<file path="src/rtl/counter_sched.sv">
// Two-requester round-robin scheduler that owns a shared 4-bit counter for one run at a time.
// Each run: clear the counter, count up to the latched terminal value, then pulse done.
module counter_sched (
  input  logic       clk,
  input  logic       rst,
  input  logic       req0,
  input  logic       req1,
  input  logic [3:0] len0,
  input  logic [3:0] len1,
  input  logic [3:0] cnt_out,
  output logic       cnt_en,
  output logic       cnt_rst,
  output logic       gnt0,
  output logic       gnt1,
  output logic       done0,
  output logic       done1,
  output logic       busy
);

  typedef enum logic [1:0] {IDLE, CLR, RUN, DONE} state_t;

  state_t     state;
  logic [3:0] len_q;
  logic       last1;     // requester 1 finished the most recent run, so 0 wins a tie
  logic       owner_req;
  logic       pick1;

  assign owner_req = (gnt0 & req0) | (gnt1 & req1);
  assign pick1     = req1 & (~req0 | ~last1);

  // Counting stops on the terminal value and the moment the owner abandons the run.
  assign cnt_en = (state == RUN) & owner_req & (cnt_out != len_q);
  assign busy   = (state != IDLE);

  always_ff @(posedge clk) begin
    if (!rst) begin
      state   <= IDLE;
      gnt0    <= 1'b0;
      gnt1    <= 1'b0;
      done0   <= 1'b0;
      done1   <= 1'b0;
      cnt_rst <= 1'b0;
      len_q   <= 4'd0;
      last1   <= 1'b1;
    end else begin
      done0   <= 1'b0;
      done1   <= 1'b0;
      cnt_rst <= 1'b0;
      case (state)
        IDLE: begin
          if (req0 | req1) begin
            state   <= CLR;
            gnt0    <= ~pick1;
            gnt1    <= pick1;
            len_q   <= pick1 ? len1 : len0;
            cnt_rst <= 1'b1;
          end
        end
        CLR: begin
          if (!owner_req) begin
            state <= IDLE;
            gnt0  <= 1'b0;
            gnt1  <= 1'b0;
          end else begin
            state <= RUN;
          end
        end
        RUN: begin
          if (!owner_req) begin
            state <= IDLE;
            gnt0  <= 1'b0;
            gnt1  <= 1'b0;
          end else if (cnt_out == len_q) begin
            state <= DONE;
            done0 <= gnt0;
            done1 <= gnt1;
            last1 <= gnt1;
          end
        end
        DONE: begin
          state <= IDLE;
          gnt0  <= 1'b0;
          gnt1  <= 1'b0;
        end
        default: state <= IDLE;
      endcase
    end
  end

endmodule

</file>
<file path="config.mk">
export PLATFORM = sky130hd
export DESIGN_NAME = counter_sched
export DESIGN_NICKNAME = d
export VERILOG_FILES = /design/src/rtl/counter_sched.sv
export SDC_FILE = /design/constraint.sdc
export NUM_CORES = 1
export LEC_CHECK = 0
export CAP_MARGIN = 20
export CORE_UTILIZATION = 40
export CTS_BUF_LIST = sky130_fd_sc_hd__clkbuf_2
export DETAILED_ROUTE_END_ITERATION = 12
export PLACE_DENSITY = 0.75
export SLEW_MARGIN = 20
export SYNTH_ARGS = -nofsm -noshare
export SYNTH_HDL_FRONTEND = slang
export SYNTH_SLANG_ARGS = --single-unit
</file>
<file path="constraint.sdc">
create_clock -name clk -period 2.4 [get_ports clk]
set_input_delay 0.36 -clock clk [delete_from_list [all_inputs] [get_ports clk]]
set_output_delay 0.36 -clock clk [all_outputs]
set_load 0.005 [all_outputs]
</file>
# ---- Word-level counts from Yosys, hierarchy flattened
# Cells that the tools add are included.
dict set report op_classes {
  n_eq_ne 8
  magnitude_cmp 0
  n_div 0
  muxes 12
  reduce_logical 9
  bitwise_logic 11
  shifts 0
  addsub 0
  n_mul 0
}
# op count
set ops {}
lappend ops {{2-to-1 mux 2 bit} 4}
lappend ops {{case mux 2 bit (4 select lines)} 1}
lappend ops {{AND reduction 2 bit} 4}
lappend ops {{case mux 1 bit (3 select lines)} 2}
lappend ops {{bitwise AND 1 bit} 5}
lappend ops {{equality test 2 bit (second input constant)} 2}
lappend ops {{equality test 4 bit} 1}
lappend ops {{2-to-1 mux 1 bit} 4}
lappend ops {{2-to-1 mux 4 bit} 1}
lappend ops {{inequality test 2 bit (second input constant)} 2}
lappend ops {{inequality test 4 bit} 1}
lappend ops {{AND reduction 4 bit} 1}
lappend ops {{inequality test 3 x 2 -> 1 bit (second input constant)} 1}
lappend ops {{NOT 1 bit} 3}
lappend ops {{bitwise OR 1 bit} 3}
lappend ops {{AND reduction 3 bit} 1}
lappend ops {{equality test 2 x 1 -> 1 bit (second input constant)} 1}
lappend ops {{zero test 2 bit} 1}
lappend ops {{nonzero test 2 bit} 1}
lappend ops {{OR reduction 2 bit} 1}
dict set report totals {
  romBits 0
  out_inout_bits 7
  ram_bits 0
  word_cells 48
  latch_bits 0
  regBits 12
  input_bits 16
  mem_count 0
}

# ---- Depth between registers and ports, before layout
dict set report depth {
  ltp_word 6
  mapped_depth 6
  depth_no_buf 6
}

# ---- Worst setup path after synthesis
# OpenSTA, ideal clock, no wires.
dict set report synth_path {
  path_type {in2reg}
  from {input cnt_out[3]}
  to {register last1}
  n_path_buf 0
  t_arrival_ns 1.321
  required_time_ns 2.279
  path_slack_ns 0.958
  setup_ns 0.121
  stages 4
  path_cell_list {xor2_1 -> nor4_4 -> and3_4 -> mux2_4}
}
dict set report synth_via {
  elab_chain_len 2
}
# item line
set synth_rtl {}
lappend synth_rtl {{start, declared} 10} ;# input logic [3:0] cnt_out,
lappend synth_rtl {{equality test 4 bit} 73} ;# end else if (cnt_out == len_q) begin
lappend synth_rtl {{AND reduction 3 bit (no line)} --}
lappend synth_rtl {{end signal, assigned} 77} ;# last1 <= gnt1;
lappend synth_rtl {{end, declared} 24} ;# logic last1;
# No other way between the ends.
# A chain may end at the register's enable or synchronous reset.

# ---- Final worst setup path
dict set report layout_path {
  from {input req0}
  to {output cnt_en}
}
dict set report layout_via {
  elab_chain_len 4
}
# item line
set layout_rtl {}
lappend layout_rtl {{start, declared} 6} ;# input logic req0,
lappend layout_rtl {{bitwise AND 1 bit} 28} ;# assign owner_req = (gnt0 & req0) | (gnt1 & req1);
lappend layout_rtl {{bitwise OR 1 bit} 28}
lappend layout_rtl {{bitwise AND 1 bit (2 in series)} 32} ;# assign cnt_en = (state == RUN) & owner_req & (cnt_out != len_q);
lappend layout_rtl {{end, declared} 11} ;# output logic cnt_en,
# No other way between the ends.

==> metrics.txt <==
drt pass-1 iters 4; DRT iter0 DRCs 9; hold buffers post-CTS 0; critical path's most frequent cell clkdlybuf4s50_1; Post-Syn Nets 85; antenna violations before repair 0; WL final 1220 um; Mean Syn Cell Area 10.03 um^2; Max Buffers Root-to-Sink 2; vias in the first global route 540; vias per std cell 5.271; sw frac 28.46%; Worst Slack Setup Final 0.2279 ns; core region area 1506 um^2; critical path class input pin to output port; top-area cell type share of the netlist area 36.85%; fmax 460.4 MHz; Required @ worst endpoint 2.04 ns; CTS buffer count 3; port bufs 22; Final Max Tran Viols 0; CTS tree done; Die ar. 1795 um^2; Clock Power Share 24.1%; post-cts resize count 0; Place WS 0.2272 ns; PwrDens 475.5 nW/um^2; Psw 0.1238 mW; die span in x 42.37 um; Post-Synthesis Cells 65; Sequential Power Share 50.9%; Cell variety after synth 26; r2r worst-path depth 6; Initial Utilization 43.27%; Leakage Power 0.4099 nW; clock latency on the worst-skew pair 0.27 ns; n_diodes 0; total number of vias 564; design area 914.6 um^2; Hold EP state[1]; Critical Path Sink Type output port; Hold Path Depth 2; Max VDD drop 0.2389 mV; hold_sp state[1]; Post-DRT Antenna Nets 0; Setup Buffers After CTS 0; Seq cells post-synth 12; crit share post-route 90.50%; Design Power 0.4349 mW; share of layout cells above drive strength 1 12.09%; most common cell after layout, fill and taps aside clkdlybuf4s50_1; area delta synth->final 40.31%; fill count 138; most frequent cells in the layout 22 x clkdlybuf4s50_1, 12 x dfxtp_1, 6 x nand2_1, 6 x mux2i_1; startpoint type of the worst setup path input pin; worst clock skew 0.009325 ns; Crit path max-delay family buffers and inverters; Seq/Total Area, Yosys 36.85%; first-pass GRT wire length 2166 um; internal power 0.3111 mW; Worst R2R End len_q[2]; Final nets 112; RSZ-0062 raised after global routing no; Synth Cell Area 651.9 um^2; setup violators final 0; Final Critical Period 2.172 ns; clock-pin slew on the worst setup and hold paths 0.11 ns; GRT Residual Overflow 0; max cap viols 0; Die Y 42.37 um; YS warnings 0; pin count of the biggest net entering global routing 13; Buffers & Inverters on Critical Path 2; Max stage delay on crit path 0.54 ns; r2r setup slk 0.93 ns; DRC Markers 0; Fin. Hold Viols 0; Rows 14; relative slew slack 62.91%; All-Layer GR Usage 16.16%; CP Cell Sequence clkdlybuf4s50_1 > a22o_1 > nand2_1 > nor2_1 > clkdlybuf4s50_1; Placed Area 895.9 um^2; Hold/Removal Path Class flip-flop to flip-flop; Slowest cell on crit path clkdlybuf4s50_1; crit path max fanout 4; Wirelength per Cell 11.40 um; Root Driver clkbuf_2; worst r2r src state[0]; RePlAce Congestion 0.8138; Ports 23; worst-margin pin slew 0.5544 ns; Final HPWL DP 994.7 um; htree depth 1; Comb power frac 25.0%; outcome finished clean; CP arrival 1.81 ns; area leader, netlist dfxtp_1; Sink Count 12; setup TNS 0 ns; largest cells by area after synthesis dfxtp_1 37%, mux2i_1 9.2%, ha_1 7.7%
## layer usage
metal  GRT usage (%)  vias up  share of wire, %
li1                -      276                 -
met1           17.69      260                44
met3           3.017        4               6.1
met2           28.62       24                48
met4           9.375        0               1.9
met5               0        -                 0
## cells in the mapped netlist (all sizes together)
master,count
nand2,6
mux2,1
nor2,4
o2111ai,1
inv,4
nor2b,1
o211a,4
mux2i,6
and2,4
a21boi,2
a21oi,2
ha,4
and3,1
nand3,1
a22o,1
o21bai,1
nor4,1
nand2b,2
dfxtp,12
o31ai,1
clkbuf,1
nor3b,1
xor2,4
## worst reg2reg max path, stage by stage (launching register included)
cell and delay, ns:
dfxtp_1 0.33, inv_1 0.12, ha_1 0.18, inv_1 0.06
nor2_1 0.44, nand2_1 0.11, o211a_1 0.15
## state kept, by name, summed over array words and instances (netlist names)
signal / cells
done1: 1
last1: 1
gnt1: 1
state: 2
done0: 1
len_q: 4
cnt_rst: 1
gnt0: 1
## power groups by stage
stage,combinational [mW],clock (mW),sequential (mW)
after floorplan,0.0599,0,0.225
after global routing,0.119,0.116,0.224
after detailed placement,0.110,0,0.227
after global placement,0.108,0,0.226
final,0.109,0.105,0.222
after CTS,0.110,0.109,0.222
## how the worst max path moves through the flow
stage	startpoint	depth (start not counted)	to	slack, ns
detailed placement	req0	5	cnt_en	0.23
global route	req0	5	cnt_en	0.12
global placement	cnt_out[3]	5	cnt_en	0.25
CTS	req0	5	cnt_en	0.22
floorplan	cnt_out[3]	4	last1	0.96
finish	req0	5	cnt_en	0.23
## cells by family (layout without fill, tap and decap cells)
family,after synthesis,in the layout,synth area share (%)
AO/OA/AOI/OAI,12,12,15.55
XOR/XNOR,4,4,5.374
adder cells (fa/ha/maj),4,4,7.678
buffers and inverters,5,31,2.878
flip-flops,12,12,36.85
multiplexers,7,7,11.52
AND/OR/NAND/NOR,21,21,20.15
## through the flow
step                cells  utilization (%)  hold slack, ns
CTS                   107            60.71          0.4977
global placement      103            59.47          0.4668
global route          107            60.71          0.5324
detailed placement    103            59.47          0.4803
finish                107            60.71          0.4902
floorplan              65                -          0.4552
## cell type report
class | count | area, um^2 | area share, %
Multi-Input combinational cell | 48 | 392.9 | 42.95
Sequential cell | 12 | 240.2 | 26.27
Timing Repair Buffer | 23 | 227.7 | 24.90
Tap cell | 16 | 20.02 | 2.189
Clock buffer | 3 | 15.01 | 1.642
Inverter | 4 | 15.01 | 1.642
Clock inverter | 1 | 3.754 | 0.4104
(Power assumes the default switching activity.)
==> variant 1, RTL diff (same settings) <==
Encoding of `state_t`: now one-hot (4 bits for 4 states).
--- a/src/rtl/counter_sched.sv
+++ b/src/rtl/counter_sched.sv
@@ -17,7 +17,7 @@
   output logic       busy
 );
 
-  typedef enum logic [1:0] {IDLE, CLR, RUN, DONE} state_t;
+  typedef enum logic [3:0] {IDLE = 4'b0001, CLR = 4'b0010, RUN = 4'b0100, DONE = 4'b1000} state_t;
 
   state_t     state;
   logic [3:0] len_q;
Check against the original RTL: no difference found for any inputs over 10 cycles, from zero or initial values and one cycle with rst low; not proved beyond that.
==> variant 1 against the original RTL <==
- combinational power up 18%
- sequential cell count up 2
- non-clock buffer count up 4
- worst setup slack worse by 0.049 ns
- total power up 18%
- wire length up 20%
- cell area up 6.4%
- synthesized area up 3.5%
- critical path type is now reg -> out
==> variant 1: results (changes against the original RTL) <==
Global route
  – GRT Overall Usage: 0.1821 (was 0.1616)
  – Vias in the first global route: 631 (was 540)
  – Largest net degree at the start of global routing: 11 (was 13)
  – First-pass GRT wire length: 2518 um (was 2166 um)
  – Initial antenna violation count: 0 (unchanged)

Clock network
  – Post-CTS setup buffer count: 0 (unchanged)
  – H-tree Lvls: 1 (unchanged)
  – Clk buf depth: 2 (unchanged)
  – Later-pin clock latency in the skew report: 0.29 ns (was 0.27 ns)
  – Root Buffer: clkbuf_2 (unchanged)
  – CTS buffer count: 3 (unchanged)
  – Clock transition at path regs: 0.14 ns (was 0.11 ns)
  – Post-CTS sizing: 0 (unchanged)

Die
  – Die ar.: 1854 um2 (was 1795 um2)
  – Die Width: 43.06 um (was 42.37 um)

Setup path
  – Crit path DAT: 1.86 ns (was 1.81 ns)
  – Crit path max fanout: 7 (was 4)

Final layout
  – Fin nets: 119 (was 112)
  – Antenna diodes: 0 (unchanged)
  – Fillers: 151 (was 138)
  – Top Registers: len_q x4, state x4 (was len_q x4, state x2)
  – Layout cells sized above 1: 0.1176 (was 0.1209)

Place
  – RePlAce Congestion: 0.7894 (was 0.8138)
  – Placed Area: 947.2 um2 (was 895.9 um2)
  – Placed wire-length estimate: 1178 um (was 994.7 um)

Power and ir drop
  – Lkg Pwr: 0.4122 nW (was 0.4099 nW)
  – Max rail drop VDD: 0.3194 mV (was 0.2389 mV)

Yosys
  – Synth async-reset ratio: 0 (unchanged)
  – YS warnings: 0 (unchanged)
  – Largest cells by area after synthesis: dfxtp_1 (42%), mux2i_1 (12%), nor2_1 (5.6%) (was dfxtp_1 (37%), mux2i_1 (9.2%), ha_1 (7.7%))
  – Syn nets: 88 (was 85)
  – Distinct cells, synth: 26 (unchanged)
  – Most common library cells after synthesis: dfxtp_1 (14), nor2_1 (10), mux2i_1 (8), nor3_1 (5) (was dfxtp_1 (12), mux2i_1 (6), nand2_1 (6))
  – Sequential-to-total area share from yosys stat: 0.4156 (was 0.3685)

Routing
  – Drt total wl: 1463 um (was 1220 um)
  – Drt initial violations: 10 (was 9)
  – Vias: 611 (was 564)

Timing
  – Clk_skew: 0.0009709 ns (was 0.009325 ns)
  – Worst Max-Slew Pin Slew: 0.4784 ns (was 0.5544 ns)

Worst hold path
  – Worst min path class: reg -> reg (unchanged)

Outcome
  – Status: completed (unchanged)
variant 1: report_power, final:
group | internal [mW] | leakage [nW] | switching, mW
combinational | 0.0747 | 0.283 | 0.0547
sequential | 0.250 | 0.115 | 0.0151
clock | 0.0362 | 0.0140 | 0.0809
variant 1: kinds of logic (layout without fill, tap and decap cells):
logic type | count (synthesis) | after routing | synth area share
simple gates | 30 | 30 | 0.2579
flops | 14 | 14 | 0.4156
compound gates | 12 | 12 | 0.1243
mux | 8 | 8 | 0.1187
xor+xnor | 5 | 5 | 0.06493
buf+inv | 3 | 33 | 0.01854
variant 1: final timing paths:
path                 start  endpoint  slack (ns)  cells past startpoint
setup / recovery  state[0]      busy        0.18                      2
hold / removal    len_q[0]  len_q[0]        0.52                      2
setup reg to reg  state[0]  len_q[2]        0.78                      4
hold reg to reg   len_q[0]  len_q[0]        0.52                      2
variant 1: final cells by class:
cell class | instances | area (um2) | share of cell area
inverters | 2 | 7.507 | 0.007712
well taps | 16 | 20.02 | 0.02057
clock inverters | 1 | 3.754 | 0.003856
multi-input cells | 55 | 386.6 | 0.3972
repair buffers | 27 | 260.3 | 0.2674
flip-flops and latches | 14 | 280.3 | 0.2879
clock buffers | 3 | 15.01 | 0.01542
variant 1: critical path, cell delays in order (launching register included):
cell,delay [ns]
dfxtp_1,0.45
or4b_1,0.62
clkdlybuf4s50_1,0.50
variant 1: per-layer routing:
metal	GRT usage	vias up	part of all wire
met5	0	-	0
met4	0.1091	0	0.029
met3	0.02553	5	0.027
met2	0.3182	13	0.49
met1	0.2068	273	0.46
li1	-	320	-
variant 1: metrics by stage:
step	instances	setup slack, ns
finish	118	0.1789
global placement	114	0.01176
detailed placement	114	0.006313
floorplan	72	0.9544
CTS	118	0.006362
global route	118	0.08392
==> variant 2, RTL diff (config.mk and constraints unchanged) <==
Made on the original files. Register the output `cnt_en`; this adds one clock of latency there. The other outputs are not delayed to match.
--- a/src/rtl/counter_sched.sv
+++ b/src/rtl/counter_sched.sv
@@ -29,7 +29,9 @@
   assign pick1     = req1 & (~req0 | ~last1);
 
   // Counting stops on the terminal value and the moment the owner abandons the run.
-  assign cnt_en = (state == RUN) & owner_req & (cnt_out != len_q);
+  always_ff @(posedge clk) begin
+    cnt_en <= (state == RUN) & owner_req & (cnt_out != len_q);
+  end
   assign busy   = (state != IDLE);
 
   always_ff @(posedge clk) begin
Check against the original RTL: not equivalent (a bounded check fails within 4 cycles, from zero or initial values and one cycle with rst low).
==> variant 2 against the original RTL <==
- the flow now finishes with violations (DRC)
- synthesized area increased by 7.5%
- via count increased by 3.2%
- fmax increased by 12%
- wire length increased by 12%
- total power increased by 9.4%
- cell area increased by 4.7%
- worst setup slack improved by 0.23 ns
- clock power increased by 9.5%
- sequential cell count increased by 1
- cell count increased by 3.7%
- global-route usage increased by 0.41 points
- largest cell class unchanged
- largest power group unchanged
- highest routed layer unchanged
==> variant 2: results (changes against the original RTL) <==
Yosys
  – Syn nets: 90 (was 85)
  – Mean Syn Cell Area: 10.01 um2 (was 10.03 um2)
  – Largest cells by area after synthesis: dfxtp_1 (37%), mux2i_1 (10%), ha_1 (7.1%) (was dfxtp_1 (37%), mux2i_1 (9.2%), ha_1 (7.7%))
  – Sequential-to-total area share from yosys stat: 0.3714 (was 0.3685)

Final layout
  – Layout cells sized above 1: 0.1368 (was 0.1209)
  – Fillers: 139 (was 138)
  – Sequential cells: 13 (was 12)
  – # clk buffers: 4 (was 3)
  – Buffers excl. clock: 22 (was 23)
  – Register share of the cell area: 0.2719 (was 0.2627)
  – Layout Cells excl Fill: 111 (was 107)
  – #MultiIn Comb: 52 (was 48)
  – Buffering overhead: 0.2301 (was 0.2490)
  – Fraction of area in multi-input gates: 0.4405 (was 0.4295)
  – Fin nets: 116 (was 112)

Place
  – Placed wire-length estimate: 1086 um (was 994.7 um)
  – RePlAce Congestion: 0.7861 (was 0.8138)

Power and ir drop
  – Max rail drop VDD: 0.3403 mV (was 0.2389 mV)
  – Lkg Pwr: 0.4061 nW (was 0.4099 nW)
  – Sw frac: 0.2842 (was 0.2846)

Global route
  – First-pass GRT wire length: 2311 um (was 2166 um)
  – Largest net degree at the start of global routing: 12 (was 13)
  – Vias in the first global route: 544 (was 540)
  – GRT Overall Usage: 0.1657 (was 0.1616)

Routing
  – Drt drc: 1 (was 0)
  – Vias: 582 (was 564)
  – Drt initial violations: 10 (was 9)
  – Initial DRT Pass Iterations: 8 (was 4)
  – Routed WL per cell: 12.31 um (was 11.40 um)

Clock network
  – Clock transition at path regs: around 0.12 ns

Outcome
  – Status: finished with violations (was completed)
  – Failing checks: DRC

Timing
  – Clk_skew: 0.004700 ns (was 0.009325 ns)

Setup path
  – Crit path DAT: 1.58 ns (was 1.81 ns)
  – Worst path max stage delay: 0.51 ns (was 0.54 ns)
==> variant 2: cell families after synthesis <==
kind of cell / synth area share
buffers and inverters: 0.02677
multiplexers: 0.1000
AO/OA/AOI/OAI: 0.1536
flip-flops: 0.3714
AND/OR/NAND/NOR: 0.2268
XOR/XNOR: 0.04999
adder cells (fa/ha/maj): 0.07143
==> variant 2: per-stage QoR <==
| step | setup slack, ns | area [um2] | util | power (mW) |
|---|---|---|---|---|
| detailed placement | 0.5765 | 937.1 | 0.5944 | 0.3669 |
| global route | 0.3578 | 957.2 | 0.6071 | 0.5060 |
| floorplan | 1.043 | 700.7 | - | 0.3139 |
| CTS | 0.4513 | 957.2 | 0.6071 | 0.4816 |
| global placement | 0.5913 | 937.1 | 0.5944 | 0.3645 |
| finish | 0.4566 | 957.2 | 0.6071 | 0.4758 |
==> variant 2: power by group through the flow <==
stage	logic, mW	clock network [mW]	registers [mW]
2_1_floorplan	0.0711	0	0.243
3_3_place_gp	0.120	0	0.245
3_5_place_dp	0.122	0	0.245
4_1_cts	0.123	0.119	0.240
6_report	0.121	0.115	0.239
5_1_grt	0.133	0.131	0.242
==> variant 2: per-layer routing <==
metal | routed length (um) | part of all wire | up-vias | track usage
met1 | 581 | 0.43 | 270 | 0.1795
li1 | - | - | 294 | -
met5 | 0 | 0 | - | 0
met4 | 8 | 0.0059 | 0 | 0.05455
met2 | 699 | 0.51 | 16 | 0.2955
met3 | 76 | 0.056 | 2 | 0.06250
==> variant 2: path summary, 6_finish.rpt <==
check	start	slack [ns]	depth (start not counted)	end
worst min register to register	len_q[3]	0.52	2	len_q[3]
worst max-delay path	state[1]	0.46	4	busy
worst max register to register	state[0]	0.86	6	state[0]
worst min-delay path	len_q[3]	0.52	2	len_q[3]
